File: src/rtl/cle_serial_wr.sv
// cle_serial_wr: CPU-window write engine that frames bytes and shifts
// them out, scrambled, on the SDWR/SDCLK serial link.
module cle_serial_wr #(
  parameter int unsigned CLK_DIV  = 8,
  parameter logic [7:0]  SYNC_PAT = 8'h7E
) (
  input  logic       clk,
  input  logic       rst_n,
  input  logic       SSER,
  input  logic       BA13,
  input  logic       BA12,
  input  logic [3:0] BA_CMD,
  input  logic       BR_W,
  input  logic [7:0] BD,
  output logic       SDWR,
  output logic       SDCLK,
  output logic       BUSY,
  output logic       OVR
);

  localparam int unsigned CW = $clog2(CLK_DIV);
  localparam logic [CW-1:0] CNT_LAST = CW'(CLK_DIV - 1);
  localparam logic [CW-1:0] CNT_HALF = CW'(CLK_DIV / 2);

  localparam logic [3:0] CMD_DATA  = 4'h8;
  localparam logic [3:0] CMD_SEED  = 4'h2;
  localparam logic [3:0] CMD_SYNC  = 4'hA;
  localparam logic [3:0] CMD_ABORT = 4'h9;

  typedef enum logic [1:0] {
    IDLE,
    START,
    DATA,
    STOP
  } state_e;

  state_e        state_q, state_d;
  logic [CW-1:0] cnt_q, cnt_d;
  logic [2:0]    idx_q, idx_d;
  logic [7:0]    sh_q, sh_d;
  logic          byp_q, byp_d;
  logic [5:0]    s_q, s_d;
  logic [5:0]    seed_q, seed_d;
  logic          ovr_q, ovr_d;

  logic          dec, dec_q, dec_qq;
  logic [3:0]    cmd_q;
  logic [7:0]    bd_q;

  logic          stb, last, free;
  logic          dbit, scr, txb;

  assign dec  = ~SSER & ~BA13 & BA12 & ~BR_W;
  assign stb  = dec_q & ~dec_qq;
  assign last = (cnt_q == CNT_LAST);
  // The final STOP clock counts as free so frames can run back to back.
  assign free = (state_q == IDLE) | ((state_q == STOP) & last);

  // s_q[0] is s1, s_q[5] is s6.
  assign dbit = sh_q[0];
  assign scr  = dbit ^ s_q[0] ^ s_q[3] ^ s_q[5];
  assign txb  = byp_q ? dbit : scr;

  always_ff @(posedge clk or negedge rst_n) begin
    if (!rst_n) begin
      dec_q  <= 1'b0;
      dec_qq <= 1'b0;
      cmd_q  <= 4'h0;
      bd_q   <= 8'h00;
    end else begin
      dec_q  <= dec;
      dec_qq <= dec_q;
      cmd_q  <= BA_CMD;
      bd_q   <= BD;
    end
  end

  always_ff @(posedge clk or negedge rst_n) begin
    if (!rst_n) begin
      state_q <= IDLE;
      cnt_q   <= '0;
      idx_q   <= 3'd0;
      sh_q    <= 8'h00;
      byp_q   <= 1'b0;
      s_q     <= 6'b0;
      seed_q  <= 6'b0;
      ovr_q   <= 1'b0;
    end else begin
      state_q <= state_d;
      cnt_q   <= cnt_d;
      idx_q   <= idx_d;
      sh_q    <= sh_d;
      byp_q   <= byp_d;
      s_q     <= s_d;
      seed_q  <= seed_d;
      ovr_q   <= ovr_d;
    end
  end

  always_comb begin
    state_d = state_q;
    cnt_d   = '0;
    idx_d   = idx_q;
    sh_d    = sh_q;
    byp_d   = byp_q;
    s_d     = s_q;
    seed_d  = seed_q;
    ovr_d   = ovr_q;

    if (state_q != IDLE && !last) begin
      cnt_d = cnt_q + 1'b1;
    end

    unique case (state_q)
      IDLE: ;
      START: begin
        if (last) begin
          state_d = DATA;
          idx_d   = 3'd0;
        end
      end
      DATA: begin
        if (last) begin
          sh_d  = {1'b0, sh_q[7:1]};
          idx_d = idx_q + 3'd1;
          if (!byp_q) begin
            s_d = {s_q[4:0], scr};
          end
          if (idx_q == 3'd7) begin
            state_d = STOP;
          end
        end
      end
      STOP: begin
        if (last) begin
          state_d = IDLE;
          if (byp_q) begin
            s_d = seed_q;
          end
        end
      end
    endcase

    if (stb) begin
      case (cmd_q)
        CMD_DATA: begin
          if (free) begin
            sh_d    = bd_q;
            byp_d   = 1'b0;
            state_d = START;
            cnt_d   = '0;
          end else begin
            ovr_d = 1'b1;
          end
        end
        CMD_SYNC: begin
          if (free) begin
            sh_d    = SYNC_PAT;
            byp_d   = 1'b1;
            state_d = START;
            cnt_d   = '0;
          end else begin
            ovr_d = 1'b1;
          end
        end
        CMD_SEED: begin
          if (free) begin
            seed_d = bd_q[5:0];
            s_d    = bd_q[5:0];
          end else begin
            ovr_d = 1'b1;
          end
        end
        CMD_ABORT: begin
          state_d = IDLE;
          cnt_d   = '0;
          byp_d   = 1'b0;
          s_d     = seed_q;
          ovr_d   = 1'b0;
        end
        default: ;
      endcase
    end
  end

  always_comb begin
    SDWR = 1'b1;
    unique case (state_q)
      IDLE:  SDWR = 1'b1;
      START: SDWR = 1'b0;
      DATA:  SDWR = txb;
      STOP:  SDWR = 1'b1;
    endcase
  end

  assign SDCLK = (state_q == IDLE) | (cnt_q >= CNT_HALF);
  assign BUSY  = (state_q != IDLE);
  assign OVR   = ovr_q;

endmodule

File: config.mk
export PLATFORM = sky130hd
export DESIGN_NAME = cle_serial_wr
export DESIGN_NICKNAME = d
export VERILOG_FILES = /design/src/rtl/cle_serial_wr.sv
export SDC_FILE = /design/constraint.sdc
export NUM_CORES = 1
export LEC_CHECK = 0
export CORE_MARGIN = 2
export CORE_UTILIZATION = 40
export CTS_CLUSTER_DIAMETER = 120
export CTS_CLUSTER_SIZE = 10
export DETAILED_ROUTE_END_ITERATION = 8
export SLEW_MARGIN = 20
export SYNTH_ARGS = -nofsm -noshare
export SYNTH_HDL_FRONTEND = slang
export SYNTH_SLANG_ARGS = --single-unit
File: constraint.sdc
create_clock -name clk -period 2.28 [get_ports clk]
set_input_delay 0.684 -clock clk [delete_from_list [all_inputs] [get_ports clk]]
set_output_delay 0.684 -clock clk [all_outputs]
set_load 0.03 [all_outputs]
==> impl_metrics.yaml, run 1 <==
run_status:
  status: "finished, violations left"
  violations: "setup timing"
power:
  power.net_switching_uw: 468
  sequentialPowerShare_pct: 51.5
  clkPwrFrac_pct: 29.1
  p_int_uw: 1260
  p_per_area_nw_per_um2: 676
  combinationalPowerShare_pct: 19.4
  power.total_uw: 1730
  vdd_drop_max_mv: 0.372
  switching_share_pct: 27.0
  p_leak_uw: 0.00117
clocking:
  cts_inserted_buffers: 5
  clockBufferDepth: 2
  cts-root-buf: "clkbuf_8"
  clkLatencyLatePin_ns: 0.29
  clk_pin_slew_ns: 0.08
  cts_max_level: 2
  cts_hold_buf: 0
  cts.sinks: 44
  cts_tree: "built"
sta:
  final_hold_viol_count: 0
  min_period_ns: 2.37
  maxSlewHeadroom_pct: 65.5
  setup_viol_count_final: 1
  setup_slack_ns: -0.0883
  skew_ns: 0.00782
  rsz0062_at_grt: "yes"
  tightest_slew_ns: 0.517
  fmax_mhz: 422
  period_share_pct: 104
  maxSlewViolCount: 0
routing:
  wl_um: 4210
  drt_iter0_drc: 108
  ant_nets: 0
  vias: 1528
  avgViaCountPerCell: 5.04
  routedWlPerCell_um: 13.9
  dr.pass1.iters: 7
  drc_errors: 0
synth:
  syn_nets: 225
  synth_top_family_by_area: "simple AND/OR/NAND/NOR gates"
  synth-edff-count: 0
  synth_largest_area_cell: "dfrtp_1"
  synth-async-reset-ratio_pct: 100
  syn-instance-count: 199
  synth.most_common_cell: "dfrtp_1"
  yosysUniqueCellTypes: 44
  syn-cell-area_um2: 2100
  ys_seq_area_share_pct: 52.4
  synth-xor-area-share_pct: 2.98
  yosys-top-cells-area: "dfrtp_1 52%, nand2_1 6.6%, ha_1 4.8%, mux2i_1 2.4%, o21ai_0 2.4%"
  synthTopCellsByCount: "44 x dfrtp_1, 37 x nand2_1, 10 x nor2_1, 10 x o21ai_0, 8 x ha_1"
  synth_adder_area_share_pct: 4.76
  ys.flop_type: "dfrtp_1"
  postSynthAreaPerCell_um2: 10.6
  synth-seq-cells: 44
  yosys.area_share.simple_pct: 18.2
  synth.area.mux_share_pct: 3.63
  yosys_warnings: 0
  synth_top_area_share_pct: 52.4
  synth_compound_area_share_pct: 14.8
worst_setup_path:
  crit_end: "SDWR"
  r2r_slack_ns: 0.20
  cp_max_fo: 2
  worst-path-stages: 6
  required_ns: 1.60
  rr_worst_depth: 7
  crit_type: "flop to primary output"
  crit_family: "XOR/XNOR gates"
  slowest_stage: "xnor3_1"
  end_kind: "primary output"
  cp-startpoint: "s_q[5]"
  r2r-start: "state_q[0]"
  worstPathArrival_ns: 1.68
  cp.buffers_inverters: 1
  r2r_end: "s_q[5]"
  crit_path_max_incr_delay_ns: 0.39
  path_cells: "xnor3_1 > nor2_1 > xor2_1 > nand2_1 > a21oi_2 > buf_6"
  start_kind: "flop"
layout:
  syn2layout_area_growth_pct: 22.0
  diodes: 0
  final_layout_size_suffix_gt1_share_pct: 14.2
  fin_area_um2: 2560
  final_core_utilization_pct: 50.5
  nets: 258
placed_design:
  pre_cts_slack_ns: 0.134
  portBuffers: 21
  gp_congestion: 0.765
  dp_hpwl_um: 3100
  place_area_um2: 2450
flow_run:
  cap_viol_max_count: 0
floorplanning:
  io_pins: 22
  dieArea_um2: 5850
  fp.dieH_um: 76.5
  initial_core_util_pct: 41.4
  core-area_um2: 5070
  die_w_um: 76.5
  fp-row-count: 26
min_path:
  min_path_type: "input pin to async pin"
global_routing:
  antenna_found_initial: 0
  grt_max_degree: 24
  grt_usage_pct: 16.3
  grt.overflow.total: 0
  grt_pass1_wl_um: 7530
  grt_pass1_vias: 1570
[placed cells by master, fill, tap and decap left out, types with 2 or more instances in the layout]
master,count
and2_1,4
a222oi_1,2
o211ai_1,3
o21ai_0,9
a22o_1,3
buf_4,14
a31oi_1,7
ha_1,8
nand2_1,37
a221o_1,3
o21ai_1,2
nor4b_1,3
mux2i_1,5
a22oi_1,4
nor2_1,10
and3_1,2
nand2b_1,2
clkdlybuf4s50_1,17
clkbuf_8,6
nor2b_1,2
a21oi_1,5
nor3_1,7
inv_1,6
dfrtp_1,44
xnor3_1,2
[metrics by stage]
step	hold slack (ns)	TNS, ns	instances
floorplan	0.367	0	199
global placement	0.384	0	294
detailed placement	0.387	0	294
CTS	0.369	-0.121	302
global route	0.391	-0.271	303
finish	0.356	-0.0883	303
[area by class of cell]
class | instances | area, µm²
multi-input cells | 140 | 936
clock buffers | 7 | 86.3
clock inverters | 1 | 7.51
fillers | 488 | 2510
well taps | 70 | 87.6
flip-flops and latches | 44 | 1100
inverters | 6 | 22.5
repair buffers | 35 | 322
[state kept, by name, summed over array words and instances (netlist names), 2 cells and up]
signal and cells:
cmd_q 4, seed_q 6, s_q 6, state_q 2, idx_q 3, cnt_q 3
sh_q 8, bd_q 8
[timing repair]
action | in CTS | in global routing
pin swaps | 0 | 4
endpoints found under the hold margin | 0 | 0
endpoints found under the setup margin | 2 | 5
setup buffers | 0 | 1
gates resized for setup | 1 | 4
[worst min path at each step]
stage / from / to / slack (ns) / cells after the start
2_1_floorplan: dec_q / dec_qq / 0.37 / 0
5_1_grt: rst_n / bd_q[6] / 0.39 / 1
3_3_place_gp: dec_q / dec_qq / 0.38 / 0
3_5_place_dp: dec_q / dec_qq / 0.39 / 0
4_1_cts: rst_n / seed_q[5] / 0.37 / 1
6_report: rst_n / s_q[2] / 0.36 / 1
[layer usage]
metal,vias up,track usage [%],part of all wire [%]
met5,-,0,0
met2,29,25.4,46
met4,0,6.00,1.4
met3,5,3.32,3.4
met1,722,22.4,49
li1,772,-,-
[power groups by stage]
stage,combinational [µW],sequential [µW],clock [µW]
3_5_place_dp,325,907,0
5_1_grt,370,900,566
4_1_cts,323,892,523
3_3_place_gp,323,906,0
2_1_floorplan,197,895,0
6_report,336,891,504
[logic make-up (layout without fill, tap and decap cells)]
group / Yosys count / after routing
flops: 44 / 44
buf+inv: 15 / 49
xor+xnor: 4 / 4
fa+ha+maj: 8 / 8
mux: 7 / 7
simple gates: 77 / 77
compound gates: 44 / 44
No activity file was read; power rests on OpenSTA's default activity.
==> inputs of run 2 (changes only) <==
--- a/config.mk
+++ b/config.mk
@@ -10,6 +10,8 @@
 export CTS_CLUSTER_DIAMETER = 120
 export CTS_CLUSTER_SIZE = 10
 export DETAILED_ROUTE_END_ITERATION = 8
+export DONT_BUFFER_PORTS = 1
+export GPL_ROUTABILITY_DRIVEN = 1
 export SLEW_MARGIN = 20
 export SYNTH_ARGS = -nofsm -noshare
 export SYNTH_HDL_FRONTEND = slang
==> run 2 against run 1 <==
Critical path type unchanged. Total power rose by 0.43%. Via count down 2.2%. Core utilization fell by 4.4 points. Sequential share of layout area increased by 4.1 points. Worst hold slack worse by 0.28 ns. Clock-buffer cell count fell by 1. Global-route usage decreased by 0.49 points. Highest routed layer unchanged. Non-clock buffer count down 24. The run still ends with setup timing left. Critical path depth unchanged. Sequential cell count stayed put. Sequential power increased by 0.6%.
==> impl_metrics.yaml, run 2 (same netlist as run 1, synthesis figures left out) <==
sta:
  skew_ns: 0.00491
  min_period_ns: 2.38
  tightest_slew_ns: 0.469
  setup_slack_ns: -0.0979
  maxSlewHeadroom_pct: 68.4
  maxSlewViolCount: 0
  setup_viol_count_final: 1
  rsz0062_at_grt: "yes"
  fmax_mhz: 421
  period_share_pct: 104
  final_hold_viol_count: 0
  holdWs_ns: 0.0797
routing:
  wl_um: 4330
  routedWlPerCell_um: 15.5
  avgViaCountPerCell: 5.35
  dr.pass1.iters: 4
  drc_errors: 0
  vias: 1494
  drt_iter0_drc: 90
  ant_nets: 0
layout:
  reg_top3: "bd_q x8, sh_q x8"
  fin_area_um2: 2340
  fillers: 484
  diodes: 0
  nets: 234
  syn2layout_area_growth_pct: 11.4
  mostFrequentLayoutCell: "dfrtp_1"
  layout_common_cells: "44 x dfrtp_1, 37 x nand2_1, 11 x buf_4"
  final_layout_size_suffix_gt1_share_pct: 13.4
worst_setup_path:
  path_cells: "xnor3_1 > nor2_2 > xor2_1 > nand2_1 > a21oi_2 > buf_4"
  r2r_slack_ns: 0.26
  slowest_stage: "dfrtp_1"
  r2r_end: "s_q[0]"
  end_kind: "primary output"
  required_ns: 1.60
  r2r-start: "state_q[0]"
  crit_path_max_incr_delay_ns: 0.41
  rr_worst_depth: 7
  worstPathArrival_ns: 1.69
  cp_max_fo: 2
  cp.buffers_inverters: 1
  crit_type: "flop to primary output"
  crit_family: "XOR/XNOR gates"
  start_kind: "flop"
floorplanning:
  fp.dieH_um: 76.5
  io_pins: 22
  dieArea_um2: 5850
  die_w_um: 76.5
  core-area_um2: 5070
  fp-row-count: 26
  initial_core_util_pct: 41.4
global_routing:
  grt_pass1_vias: 1446
  grt_pass1_wl_um: 7270
  antenna_found_initial: 0
  grt_usage_pct: 15.8
  grt_max_degree: 45
  grt.overflow.total: 0
placed_design:
  gp_congestion: 0.811
  dp_hpwl_um: 2970
  portBuffers: 0
  pre_cts_slack_ns: 0.141
  place_area_um2: 2210
flow_run:
  cap_viol_max_count: 0
min_path:
  min_path_type: "input pin to async pin"
clocking:
  cts_hold_buf: 0
  clockBufferDepth: 2
  cts.sinks: 44
  clk_pin_slew_ns: 0.08
  cts-root-buf: "clkbuf_8"
  cts_inserted_buffers: 5
  cts_tree: "built"
  clkLatencyLatePin_ns: 0.29
  cts_max_level: 2
power:
  vdd_drop_max_mv: 0.376
  p_per_area_nw_per_um2: 743
  p_leak_uw: 0.00108
  power.total_uw: 1740
run_status:
  status: "finished, violations left"
  violations: "setup timing"
==> run 2: cell type report <==
| cell class | instances | area, µm² | share of cell area (%) |
|---|---|---|---|
| inverters | 6 | 22.5 | 0.963 |
| clock buffers | 6 | 72.6 | 3.10 |
| multi-input cells | 140 | 938 | 40.1 |
| clock inverters | 2 | 35.0 | 1.50 |
| flip-flops and latches | 44 | 1100 | 47.1 |
| repair buffers | 11 | 82.6 | 3.53 |
| well taps | 70 | 87.6 | 3.74 |
==> run 2: routing by layer <==
metal  vias up  part of all wire (%)  GRT usage, %
met4         0                   1.4          4.91
li1        729                     -             -
met3         6                   4.6          4.27
met1       728                    51          23.0
met2        31                    43          22.7
met5         -                     0             0
==> run 2: worst max-delay path by stage <==
stage,from,endpoint,slack (ns),cells after the start
final,s_q[0],SDWR,-0.1,6
after global routing,s_q[0],SDWR,-0.21,6
after floorplan,s_q[3],SDWR,0.01,5
after global placement,s_q[0],SDWR,0.15,6
after CTS,s_q[3],SDWR,-0.11,6
after detailed placement,s_q[0],SDWR,0.14,6
==> run 2: timing repair <==
action | 4_1_cts | 5_1_grt
setup endpoints to repair | 1 | 2
pin swaps | 2 | 0
gates cloned | 0 | 0
setup buffers | 1 | 1
resized for setup | 0 | 2
==> run 2: metrics by stage <==
step                utilization (%)  cells  setup TNS [ns]
floorplan                         -    199               0
global placement               43.6    269               0
detailed placement             43.6    269               0
CTS                            45.8    278          -0.113
global route                   46.1    279          -0.243
finish                         46.1    279         -0.0979
==> run 2: where the power goes <==
| part | total [µW] | switching, µW | internal, µW |
|---|---|---|---|
| clock network | 583 | 258 | 325 |
| registers | 896 | 51.9 | 844 |
| logic | 259 | 136 | 123 |
| total | 1740 | 446 | 1290 |
